### src/rtl/debounce_pkg.sv
// -----------------------------------------------------------------------------
// debounce_pkg
// Shared definitions for the debounce timer bank: the per-channel FSM state
// encoding and the default counter width / default threshold constants.
// -----------------------------------------------------------------------------
package debounce_pkg;

  localparam int CNT_W_DEFAULT      = 16;
  localparam int DEF_THRESH_DEFAULT = 50;

  typedef enum logic [1:0] {
    ST_IDLE  = 2'd0,
    ST_COUNT = 2'd1,
    ST_HELD  = 2'd2
  } ch_state_e;

endpackage

### src/rtl/debounce_channel.sv
// -----------------------------------------------------------------------------
// debounce_channel
// One debounce timer. Counts consecutive enable-high edges and pulses `delay`
// for one cycle when the count reaches the threshold latched at arm time.
// One-shot mode parks in HELD with `expired` high; periodic mode re-arms.
//
// Ports
//   clk        rising-edge clock
//   rst        asynchronous active-low reset
//   enable     "input stable" qualifier; low returns the channel to IDLE
//   threshold  runtime threshold, 0 selects DEF_THRESH; latched on arm
//   periodic   0 = one-shot, 1 = periodic re-arm
//   delay      registered one-cycle pulse on reaching the latched threshold
//   expired    registered level, high while parked in HELD
//   counting   next-state-is-COUNT, registered and ORed by the bank into busy
// -----------------------------------------------------------------------------
module debounce_channel
  import debounce_pkg::*;
#(
  parameter int CNT_W      = CNT_W_DEFAULT,
  parameter int DEF_THRESH = DEF_THRESH_DEFAULT
) (
  input  logic             clk,
  input  logic             rst,
  input  logic             enable,
  input  logic [CNT_W-1:0] threshold,
  input  logic             periodic,
  output logic             delay,
  output logic             expired,
  output logic             counting
);

  localparam logic [CNT_W-1:0] DEF_T = CNT_W'(DEF_THRESH);
  localparam logic [CNT_W-1:0] ONE   = CNT_W'(1);

  ch_state_e        state_q, state_d;
  logic [CNT_W-1:0] count_q, count_d;
  logic [CNT_W-1:0] tl_q, tl_d;
  logic             delay_d, expired_d;

  logic [CNT_W-1:0] thr_sel;
  logic [CNT_W-1:0] count_inc;
  logic             reach;

  assign thr_sel   = (threshold == '0) ? DEF_T : threshold;
  // count stays strictly below tl_q while in COUNT, so this cannot wrap.
  assign count_inc = count_q + ONE;

  // NOTE: every variable gets a default before the case so no path through
  // this block leaves one unassigned, which would otherwise infer a latch.
  always_comb begin
    state_d   = state_q;
    count_d   = count_q;
    tl_d      = tl_q;
    delay_d   = 1'b0;
    expired_d = expired_q_w();
    reach     = 1'b0;

    if (!enable) begin
      // Enable low beats everything, including a coincident reach edge.
      state_d   = ST_IDLE;
      count_d   = '0;
      expired_d = 1'b0;
    end else begin
      unique case (state_q)
        ST_IDLE: begin
          tl_d = thr_sel;
          if (thr_sel == ONE) begin
            reach = 1'b1;
          end else begin
            state_d = ST_COUNT;
            count_d = ONE;
          end
        end
        ST_COUNT: begin
          if (count_inc == tl_q) reach   = 1'b1;
          else                   count_d = count_inc;
        end
        ST_HELD: begin
          if (periodic) begin
            state_d   = ST_COUNT;
            count_d   = '0;
            expired_d = 1'b0;
          end
        end
        default: begin
          state_d   = ST_IDLE;
          count_d   = '0;
          expired_d = 1'b0;
        end
      endcase

      // Reach action uses the threshold latched on this edge (tl_d), which
      // also covers the T=1 case taken directly from IDLE.
      if (reach) begin
        delay_d = 1'b1;
        if (periodic) begin
          state_d = ST_COUNT;
          count_d = '0;
        end else begin
          state_d   = ST_HELD;
          count_d   = tl_d;
          expired_d = 1'b1;
        end
      end
    end
  end

  function automatic logic expired_q_w();
    return expired;
  endfunction

  // NOTE: state registers use non-blocking assignments so every flop samples
  // the pre-edge values, independent of statement order.
  always_ff @(posedge clk or negedge rst) begin
    if (!rst) begin
      state_q <= ST_IDLE;
      count_q <= '0;
      tl_q    <= DEF_T;
      delay   <= 1'b0;
      expired <= 1'b0;
    end else begin
      state_q <= state_d;
      count_q <= count_d;
      tl_q    <= tl_d;
      delay   <= delay_d;
      expired <= expired_d;
    end
  end

  assign counting = (state_d == ST_COUNT);

endmodule

### src/rtl/debounce_timer_bank.sv
// -----------------------------------------------------------------------------
// debounce_timer_bank
// CHANNELS independent debounce timers sharing one threshold and mode input.
//
// Ports
//   clk        rising-edge clock
//   rst        asynchronous active-low reset
//   enable     per-channel "input stable" qualifier
//   threshold  shared runtime threshold in cycles, 0 selects DEF_THRESH
//   periodic   0 = one-shot, 1 = periodic re-arm
//   delay      per-channel one-cycle pulse on reaching the threshold
//   expired    per-channel level while a one-shot channel holds
//   busy       registered OR of channels currently in COUNT
// -----------------------------------------------------------------------------
module debounce_timer_bank
  import debounce_pkg::*;
#(
  parameter int CHANNELS   = 4,
  parameter int CNT_W      = CNT_W_DEFAULT,
  parameter int DEF_THRESH = DEF_THRESH_DEFAULT
) (
  input  logic                clk,
  input  logic                rst,
  input  logic [CHANNELS-1:0] enable,
  input  logic [CNT_W-1:0]    threshold,
  input  logic                periodic,
  output logic [CHANNELS-1:0] delay,
  output logic [CHANNELS-1:0] expired,
  output logic                busy
);

  if (CHANNELS < 1 || CHANNELS > 32) begin : g_bad_channels
    $error("debounce_timer_bank: CHANNELS must be 1..32");
  end
  if (CNT_W < 1 || CNT_W > 31) begin : g_bad_cnt_w
    $error("debounce_timer_bank: CNT_W must be 1..31");
  end
  if (DEF_THRESH < 1 || DEF_THRESH > (2 ** CNT_W) - 1) begin : g_bad_thresh
    $error("debounce_timer_bank: DEF_THRESH must be 1..2^CNT_W-1");
  end

  logic [CHANNELS-1:0] counting;

  for (genvar i = 0; i < CHANNELS; i++) begin : g_ch
    debounce_channel #(
      .CNT_W      (CNT_W),
      .DEF_THRESH (DEF_THRESH)
    ) u_ch (
      .clk       (clk),
      .rst       (rst),
      .enable    (enable[i]),
      .threshold (threshold),
      .periodic  (periodic),
      .delay     (delay[i]),
      .expired   (expired[i]),
      .counting  (counting[i])
    );
  end

  // Registered from each channel's next state, so busy lines up with the
  // channel states held in the same cycle.
  always_ff @(posedge clk or negedge rst) begin
    if (!rst) busy <= 1'b0;
    else      busy <= |counting;
  end

endmodule

### config.mk
export PLATFORM = sky130hd
export DESIGN_NAME = debounce_timer_bank
export DESIGN_NICKNAME = d
export VERILOG_FILES = /design/src/rtl/debounce_pkg.sv /design/src/rtl/debounce_channel.sv /design/src/rtl/debounce_timer_bank.sv
export SDC_FILE = /design/constraint.sdc
export NUM_CORES = 1
export LEC_CHECK = 0
export CORE_MARGIN = 5
export CORE_UTILIZATION = 40
export DETAILED_ROUTE_END_ITERATION = 7
export GPL_ROUTABILITY_DRIVEN = 0
export MAX_ROUTING_LAYER = met4
export PLACE_DENSITY = 0.61
export SLEW_MARGIN = 40
export SYNTH_ARGS = -nofsm -noshare
export SYNTH_HDL_FRONTEND = slang
export SYNTH_SLANG_ARGS = --single-unit
### constraint.sdc
create_clock -name clk -period 5.09 [get_ports clk]
set_input_delay 0.7635 -clock clk [delete_from_list [all_inputs] [get_ports clk]]
set_output_delay 0.7635 -clock clk [all_outputs]
set_load 0.02 [all_outputs]
# Word level (Yosys, flattened, before mapping)
# Cells that the tools add are included.
[classes] eq_ne=29 muxes=89 reduce_logical=14 n_addsub=4
[op_table] operator="$mux W16" n=23
[op_table] operator="$pmux W16 S3" n=4
[op_table] operator="$add A16 B1 Y16 const B" n=4
[op_table] operator="$eq A16 B16 Y1" n=4
[op_table] operator="$mux W2" n=17
[op_table] operator="$mux W1" n=33
[op_table] operator="$ne A4 B3 Y1 const B" n=7
[op_table] operator="$pmux W2 S3" n=4
[op_table] operator="$ne A4 B4 Y1 const B" n=5
[op_table] operator="$eq A16 B1 Y1 const B" n=1
[op_table] operator="$eq A2 B1 Y1 const B" n=8
[op_table] operator="$logic_not A16 Y1" n=1
[op_table] operator="$pmux W1 S2" n=8
[op_table] operator="$reduce_and A3 Y1" n=4
[op_table] operator="$eq A2 B2 Y1 const B" n=4
[op_table] operator="$logic_not A2 Y1" n=4
[op_table] operator="$reduce_or A2 Y1" n=4
[op_table] operator="$reduce_or A4 Y1" n=1
[totals] reg_bits=145 word_cells=157

# Depth between registers and ports, before layout
# Gate-level depths: netlist of the first run.
[depth] depth_word=10 depth_mapped=12

# By module
# Synthesis of the first run repeated with hierarchy kept, for this count alone.
[unflattened] hier_cells=1273 area_unflattened_um2=10915.5
[by_module_without_submodules] mod="debounce_channel (g_ch[1].u_ch ...)" cells_each=335 area_per_inst_um2=2792.7 instances=2 seq_area_each_um2=904.6
[by_module_without_submodules] mod="debounce_channel (g_ch[3].u_ch)" cells_each=312 area_per_inst_um2=2805.2 instances=1 seq_area_each_um2=904.6
[by_module_without_submodules] mod="debounce_channel (g_ch[0].u_ch)" cells_each=289 area_per_inst_um2=2492.4 instances=1 seq_area_each_um2=904.6
[by_module_without_submodules] mod="debounce_timer_bank" cells_each=2 area_per_inst_um2=32.5 instances=1 seq_area_each_um2=25.0

# Worst setup path after synthesis of the first run
# Ideal clock, no wire load.
[synth_timing] kind="flip-flop to flip-flop" start="register g_ch[3].u_ch.count_q[0]" end="register g_ch[3].u_ch.count_q[12]" period_less_slack_ns=2.824 setup_ns=0.120 path_buffers=2 path_slack_ns=2.266 path_stages_with_launch=12 arrival_ns=2.704 required_ns=4.970 cell_sequence="dfrtp_1 > ha_1 > clkbuf_1 > nand4_1 > or3_1 > a211o_1 > a211oi_1 > and4b_1 > clkbuf_1 > nor2_1 > a22o_1 > a31o_2"
[synth_via] elab_chain_cells=7 word_cells_on_any_way=13 cone_classes="add/sub: 1; eq/ne: 4; mux: 7; reduce/logical: 1"
[synth_lines] element="start, declared" line="debounce_channel.sv:37" text="logic [CNT_W-1:0] count_q, count_d;"
[synth_lines] element="start signal, assigned" line="debounce_channel.sv:124" text="count_q <= count_d;"
[synth_lines] element="$add A16 B1 Y16 *" line="debounce_channel.sv:47" text="assign count_inc = count_q + ONE;"
[synth_lines] element="$eq A16 B16 Y1" line="debounce_channel.sv:76" text="if (count_inc == tl_q) reach = 1'b1;"
[synth_lines] element="$mux W1" line="debounce_channel.sv:76"
[synth_lines] element="$pmux W1 S2" line="debounce_channel.sv:65" text="unique case (state_q)"
[synth_lines] element="$mux W1" line="debounce_channel.sv:59" text="if (!enable) begin"
[synth_lines] element="$ne A4 B4 Y1 (no source line) (tied with other cells)"
[synth_lines] element="$reduce_and A3 Y1 (no source line) or $mux W16 (tied branches)"
# Mark *: on every way between the ends. The rest lies on a longest branch, timed or not. The select of a mux whose other input is x is not followed.
# A chain may end at the register's enable or synchronous reset.

# Final worst setup path of the first run
[layout_timing] start="register g_ch[1].u_ch.count_q[0]" end="register g_ch[1].u_ch.count_q[15]"
[layout_via] elab_chain_cells=7 word_cells_on_any_way=13 cone_classes="add/sub: 1; eq/ne: 4; mux: 7; reduce/logical: 1"
[layout_lines] element="start, declared" line="debounce_channel.sv:37"
[layout_lines] element="start signal, assigned" line="debounce_channel.sv:124"
[layout_lines] element="$add A16 B1 Y16 *" line="debounce_channel.sv:47"
[layout_lines] element="$eq A16 B16 Y1" line="debounce_channel.sv:76"
[layout_lines] element="$mux W1" line="debounce_channel.sv:76"
[layout_lines] element="$pmux W1 S2" line="debounce_channel.sv:65"
[layout_lines] element="$mux W1" line="debounce_channel.sv:59"
[layout_lines] element="$ne A4 B4 Y1 (no source line) (tied with other cells)"
[layout_lines] element="$reduce_and A3 Y1 (no source line) or $mux W16 (tied branches)"
# Marks and branches as above.

==> results by group, run 1 <==
Drt
  • Vias per std cell: 6.117
  • Post-route ant nets: 0
  • Iter 0 DRT Violations: 784
  • Post-Route WL: 30.67 mm
  • DRT Pass-1 Iters: 5
  • DRC: 0
  • Drt wl/cell: 20.23 microns
  • Vias: 9274

Setup path
  • Crit path DAT: 4070 ps
  • Setup Crit Path Kind: flip-flop to flip-flop
  • Startpoint types: flip-flop
  • Reg2reg end: g_ch[1].u_ch.count_q[15]
  • R2r setup slk: 1370 ps
  • Worst Path Buf+Inv: 1
  • Setup crit start: g_ch[1].u_ch.count_q[0]
  • Kind of cell adding the most delay to the critical path: compound AO/OA/AOI/OAI gates
  • Reg2Reg Launch Point: g_ch[1].u_ch.count_q[0]
  • Critical path peak fanout: 14
  • R2r worst-path depth: 10
  • Worst path required time: 5440 ps
  • Critical Path End Type: flip-flop
  • Crit path cell chain: ha_1 -> nand4_1 -> nor2_1 -> a21oi_1 -> a211o_1 -> a21boi_0 -> o21ai_1 -> buf_4 -> or3_1 -> o211ai_1
  • Critical path's slowest cell: a21boi_0
  • CP peak stage delay: 610 ps

Clock network
  • Maximum buffer depth of the clock tree: 2
  • Post-CTS setup buffer count: 0
  • Skew-Pair Late Insertion Delay: 430 ps
  • Worst-path clk slew: 60 ps
  • Post-CTS Hold Fix Bufs: 0
  • H-tree depth: 4
  • CTS tree: built
  • CTS Sinks: 145
  • CTS Buf Count: 17
  • Post-CTS resize count: 0
  • Root Driver: clkbuf_16

Flow run
  • Max cap viols: 0

Yosys
  • Post-synth top cells: 133 x dfrtp_1, 80 x a21oi_1, 75 x nor2_1
  • Share of the synthesized area in the top cell type: 32.15%
  • Post-Synthesis Cells: 1199
  • Number of flops mapped to enable cells by yosys: 0
  • Yosys cell types: 75
  • Synthesized net count: 1226
  • Async SR Flop Fraction: 100.0%
  • Most numerous cell in the Yosys netlist: dfrtp_1
  • Cell taking the most area after synthesis: dfrtp_1
  • Sequential fraction of the synthesis area: 35.20%
  • Post-Syn Area: 10350 sq um
  • Yosys warnings: 0
  • Synth Register Bits: 145
  • Top_reg_cell synth: dfrtp_1
  • Syn avg cell area: 8.633 sq um
  • Top cells by area, synth: dfrtp_1 32%, mux2_2 6.0%, xnor2_1 4.5%, a21oi_1 3.9%, o21ai_0 3.4%

Outcome
  • Status: finished clean

STA
  • Final Max Slew Viols: 0
  • Fmax: 0.2691 GHz
  • Hold Slack: 392.9 ps
  • Least-Margin Pin Slew: 826.1 ps
  • Max Clock Skew: 10.91 ps
  • Max_slew headroom: 44.72%
  • Period utilisation layout: 73.02%
  • RSZ-0062 raised after global routing: false
  • Final min period: 3717 ps
  • Fin Setup TNS: 0 ps
  • # setup viols final: 0
  • Final Hold Vio Count: 0

Power
  • Sw Pwr: 0.0008624 W
  • Internal cell power: 0.002211 W
  • IR drop worst, VDD: 0.0001410 V
  • Clock power frac: 40.5%
  • Total power: 0.003074 W
  • Sequential Power Share: 43.8%
  • Sw frac: 28.06%
  • Leakage Power: 4.357 nW
  • Pwr dens: 269.6 nW/um^2
  • Combinational share of power: 15.7%

Floorplan
  • Die extent in x: 170.9 microns
  • IO Pins: 32
  • Core region area: 25330 sq um
  • Starting density of the core: 40.87%
  • Core Rows: 58
  • Die ar.: 29190 sq um
  • Die height: 170.9 microns

Placed design
  • Detailed placement HPWL: 20.55 mm
  • PortBufs: 31
  • Cell Area, Placed: 10830 sq um

Finish
  • Nets: 1201
  • Share of layout cells above drive strength 1: 13.15%
  • Area growth, synth to finish: 10.13%
  • ANT cells: 0
  • Design area: 11400 sq um

GRT
  • Vias in the first global route: 8701
  • First-pass GRT wire length: 49.40 mm
  • Largest net degree at the start of global routing: 86
  • Total gr overflow: 0
  • GRT Util Overall: 21.80%
  • Initial antenna violation count: 2

Min path
  • Worst min path class: input pin to async pin
[power groups by stage]
stage                     clock network, W  registers (W)  logic (W)
after floorplan                          0        0.00133   0.000340
after global placement                   0        0.00136   0.000475
after detailed placement                 0        0.00136   0.000481
after CTS                          0.00127        0.00134   0.000484
after global routing               0.00132        0.00136   0.000533
final                              0.00124        0.00135   0.000484
[state kept, by name (all words and copies together), names as in the netlist]
signal,count
g_ch.u_ch.count_q,64
g_ch.u_ch.tl_q,64
g_ch.u_ch.state_q,8
g_ch.u_ch.delay,4
g_ch.u_ch.expired,4
busy,1
[layout make-up]
cell class,instances,area (sq um)
inverters,33,123.9
clock buffers,24,471.7
flip-flops and latches,145,3643
fillers,2416,13930
clock inverters,7,85.08
repair buffers,55,494.2
well taps,330,412.9
multi-input cells,922,6168
[layer usage]
layer | global-route usage [%] | wire [microns] | share of wire (%) | vias up
met2 | 33.24 | 14070 | 46 | 330
met3 | 3.235 | 1880 | 6.1 | 44
met1 | 30.44 | 14140 | 46 | 4515
met4 | 6.063 | 587 | 1.9 | 0
met5 | - | 0 | 0 | -
li1 | - | - | - | 4385
[how the worst max path moves through the flow]
stage	endpoint	slack, ps	depth (start not counted)
detailed placement	g_ch[3].u_ch.count_q[7]	1090	8
floorplan	g_ch[3].u_ch.count_q[12]	2270	11
CTS	g_ch[1].u_ch.count_q[15]	1490	10
finish	g_ch[1].u_ch.count_q[15]	1370	10
global placement	g_ch[3].u_ch.count_q[7]	1160	8
global route	g_ch[2].u_ch.count_q[2]	1140	10
[logic make-up after synthesis]
logic type	Yosys count	share of synthesized area (%)
AO/OA/AOI/OAI	309	19.71
adder cells (fa/ha/maj)	4	0.4835
XOR/XNOR	82	7.011
AND/OR/NAND/NOR	457	24.80
flip-flops	145	35.20
buffers and inverters	132	5.355
multiplexers	70	7.434
[placed cells by master, fill, tap and decap left out, types with 12 or more instances in the layout]
| cell type | count |
|---|---|
| o31ai_1 | 15 |
| and2_1 | 12 |
| mux2_2 | 55 |
| nor3b_1 | 20 |
| o211ai_1 | 16 |
| nand3_1 | 57 |
| nand4_1 | 24 |
| nand3b_1 | 18 |
| nand2b_1 | 12 |
| clkdlybuf4s50_1 | 30 |
| nor4_1 | 17 |
| nand2_1 | 66 |
| or2_2 | 14 |
| a21o_1 | 12 |
| mux2i_1 | 15 |
| nor2_1 | 71 |
| nor2b_1 | 15 |
| a21oi_1 | 80 |
| inv_1 | 33 |
| dfrtp_1 | 133 |
| and3_1 | 26 |
| or3_1 | 31 |
| o21ai_0 | 71 |
| buf_4 | 24 |
| a22oi_1 | 18 |
| xor2_1 | 28 |
| nor3_1 | 32 |
| dfstp_2 | 12 |
| xnor2_1 | 53 |
| clkbuf_16 | 17 |
| and4_1 | 12 |
[stage by stage]
stage               util (%)  cells  setup WS (ps)
global route           45.01   1516           1137
floorplan                  -   1199           2266
CTS                    44.97   1515           1495
finish                 45.01   1516           1373
global placement       42.71   1484           1164
detailed placement     42.77   1484           1092
No activity file was read; power rests on OpenSTA's default activity.
==> run 2, diff against run 1 <==
--- a/config.mk
+++ b/config.mk
@@ -10,7 +10,7 @@
 export DETAILED_ROUTE_END_ITERATION = 7
 export GPL_ROUTABILITY_DRIVEN = 0
 export MAX_ROUTING_LAYER = met4
-export PLACE_DENSITY = 0.61
+export PLACE_DENSITY = 0.63
 export SLEW_MARGIN = 40
 export SYNTH_ARGS = -nofsm -noshare
 export SYNTH_HDL_FRONTEND = slang
==> constraint.sdc (replaced) <==
create_clock -name clk -period 3.03 [get_ports clk]
set_input_delay 0.4545 -clock clk [delete_from_list [all_inputs] [get_ports clk]]
set_output_delay 0.4545 -clock clk [all_outputs]
set_load 0.02 [all_outputs]
==> results by group, run 2 (same netlist as run 1, synthesis figures left out) <==
Finish
  • Layout Utilization: 49.00% (+4.0 points)
  • Share of layout cells above drive strength 1: 22.17% (+9.0 points)
  • Most frequent cells in the layout: 144 x buf_4, 132 x dfrtp_1, 80 x a21oi_1
  • Nets: 1322 (+10%)
  • Commonest non-fill, non-tap cell in the layout: buf_4
  • Largest regs: g_ch.u_ch.count_q x64, g_ch.u_ch.tl_q x64, g_ch.u_ch.state_q x8
  • Area growth, synth to finish: 19.90%
  • ANT cells: 0 (unchanged)

Setup path
  • Worst path required time: 3340 ps (-2100 ps)
  • Crit path DAT: 3230 ps (-840 ps)
  • Setup Crit Path Kind: flip-flop to flip-flop
  • Critical path's slowest cell: or4_4
  • Startpoint types: flip-flop
  • Crit path cell chain: nand4_2 -> or4_4 -> xnor2_2 -> nand4_1 -> or4_4 -> or2_4 -> o21a_4 -> a2111o_1
  • Critical Path End Type: flip-flop
  • R2r worst-path depth: 8 (-2)
  • Critical path peak fanout: 6 (-8)
  • Crit path top cell by count: or4_4
  • CP peak stage delay: 600 ps (about the same)

Clock network
  • Post-CTS Hold Fix Bufs: 0 (unchanged)
  • CTS tree: built
  • Maximum buffer depth of the clock tree: 2 (unchanged)
  • Worst-path clk slew: 70 ps (about the same)
  • CTS Buf Count: 17 (unchanged)
  • Root Driver: clkbuf_16
  • Skew-Pair Late Insertion Delay: 430 ps (about the same)
  • H-tree depth: 4 (unchanged)
  • CTS Sinks: 145 (unchanged)

Power
  • Sw Pwr: 0.001504 W (+74%)
  • IR drop worst, VDD: 0.0004041 V (+190%)
  • Combinational share of power: 17.0% (+1.3 points)
  • Sw frac: 28.12% (+0.063 points)
  • Pwr dens: 430.8 nW/um^2 (+60%)
  • Sequential Power Share: 42.0% (-1.8 points)
  • Internal cell power: 0.003843 W (+74%)
  • Leakage Power: 4.972 nW (+14%)
  • Clock power frac: 40.9% (+0.4 points)

GRT
  • Total gr overflow: 0 (unchanged)
  • Met2 Usage GRT: 36.02% (+2.8 points)
  • Initial antenna violation count: 1 (-1)
  • Vias in the first global route: 9381 (+7.8%)
  • Grt met3 use: 3.281% (+0.046 points)
  • Met1 Track Usage GR: 31.80% (+1.4 points)
  • GRT Util Overall: 23.30% (+1.5 points)
  • First-pass GRT wire length: 52.16 mm (+5.6%)
  • Gr busiest metal: met2
  • Largest net degree at the start of global routing: 64 (-26%)

Drt
  • Iter 0 DRT Violations: 779 (-0.64%)
  • DRC: 0 (unchanged)
  • Drt wl/cell: 20.17 microns (-0.30%)
  • DRT Pass-1 Iters: 6 (+1)
  • Post-route ant nets: 0 (unchanged)
  • Vias: 9860 (+6.3%)
  • Vias per std cell: 6.020 (-1.6%)
  • Post-Route WL: 33.04 mm (+7.7%)

Min path
  • Worst min path class: input pin to async pin

STA
  • Final WS setup: 108.0 ps (-1265 ps)
  • Final Hold Vio Count: 5 (+5)
  • Final min period: 2922 ps (-794.8 ps)
  • Fmax: 0.3422 GHz (+27%)
  • Final Max Slew Viols: 0 (unchanged)
  • Hold Slack: -1.738 ps (-394.6 ps)
  • Least-Margin Pin Slew: 781.6 ps (-44.53 ps)
  • # setup viols final: 0 (unchanged)
  • Max_slew headroom: 47.84% (+3.1 points)
  • Max Clock Skew: 14.30 ps (+3.385 ps)
  • Period utilisation layout: 96.43% (+23 points)

Floorplan
  • Die extent in x: 170.9 microns (unchanged)
  • Core Rows: 58 (unchanged)
  • Starting density of the core: 40.87% (unchanged)
  • Die height: 170.9 microns (unchanged)
  • IO Pins: 32 (unchanged)
  • Core region area: 25330 sq um (unchanged)
  • Die ar.: 29190 sq um (unchanged)

Outcome
  • Failing checks: hold timing
  • Status: finished with violations

Placed design
  • PortBufs: 31 (unchanged)
  • Detailed placement HPWL: 23.48 mm (+14%)
  • Place WS: 28.72 ps (-1064 ps)

Flow run
  • Max cap viols: 0 (unchanged)
## run 2: cell types whose count changed in the layout (fill, tap and decap cells not counted), sizes merged
| cell | before | now |
|---|---|---|
| buf | 24 | 146 |
| clkinvlp | 0 | 5 |
| bufinv | 2 | 3 |
| clkinv | 5 | 4 |
| inv | 33 | 34 |
| clkbuf | 25 | 19 |
## run 2: layout make-up
| cell class | count | area (sq um) |
|---|---|---|
| inverters | 33 | 123.9 |
| fillers | 2389 | 12920 |
| clock inverters | 13 | 160.2 |
| well taps | 330 | 412.9 |
| repair buffers | 176 | 1413 |
| multi-input cells | 922 | 6213 |
| clock buffers | 19 | 442.9 |
| flip-flops and latches | 145 | 3645 |
## run 2: worst paths after layout
path / from / end / slack (ps)
max: g_ch[1].u_ch.count_q[4] / busy / 110
min: rst / g_ch[0].u_ch.tl_q[11] / -2
max reg2reg: g_ch[1].u_ch.count_q[4] / busy / 110
min reg2reg: g_ch[1].u_ch.tl_q[1] / g_ch[1].u_ch.tl_q[1] / 520
max in group asynchronous: rst / g_ch[1].u_ch.tl_q[1] / 2160
min in group clk: g_ch[1].u_ch.tl_q[1] / g_ch[1].u_ch.tl_q[1] / 520
## run 2: metrics by stage
step / instance area, sq um / power [W] / std cells / setup TNS, ps
final: 12410 / 0.005347 / 1638 / 0
after detailed placement: 11720 / 0.003174 / 1602 / 0
after global placement: 11720 / 0.003157 / 1602 / -115.2
after floorplan: 10350 / 0.002806 / 1199 / 0
after global routing: 12410 / 0.005574 / 1638 / -13.41
after CTS: 12320 / 0.005375 / 1634 / 0
## run 2: worst max-delay path, delay by kind of cell, from the launching register on
family          cells  cell delay [ps]
xor+xnor            1              190
simple gates        5             1630
compound gates      2              530
flops               1              440
## run 2: power by group through the flow
stage | clock, W | combinational [W] | sequential (W)
final | 0.00219 | 0.000911 | 0.00225
after CTS | 0.00223 | 0.000901 | 0.00224
after global placement | 0 | 0.000883 | 0.00227
after global routing | 0.00231 | 0.000998 | 0.00226
after floorplan | 0 | 0.000570 | 0.00224
after detailed placement | 0 | 0.000897 | 0.00228
## run 2: what timing repair did
item	CTS	global route
setup buffers	0	4
gates resized for setup	0	19
endpoints found under the setup margin	0	41
## run 2: layer usage
metal	wire length (microns)	vias up
li1	-	4616
met1	15050	4820
met5	0	-
met4	1016	0
met3	1874	62
met2	15100	362
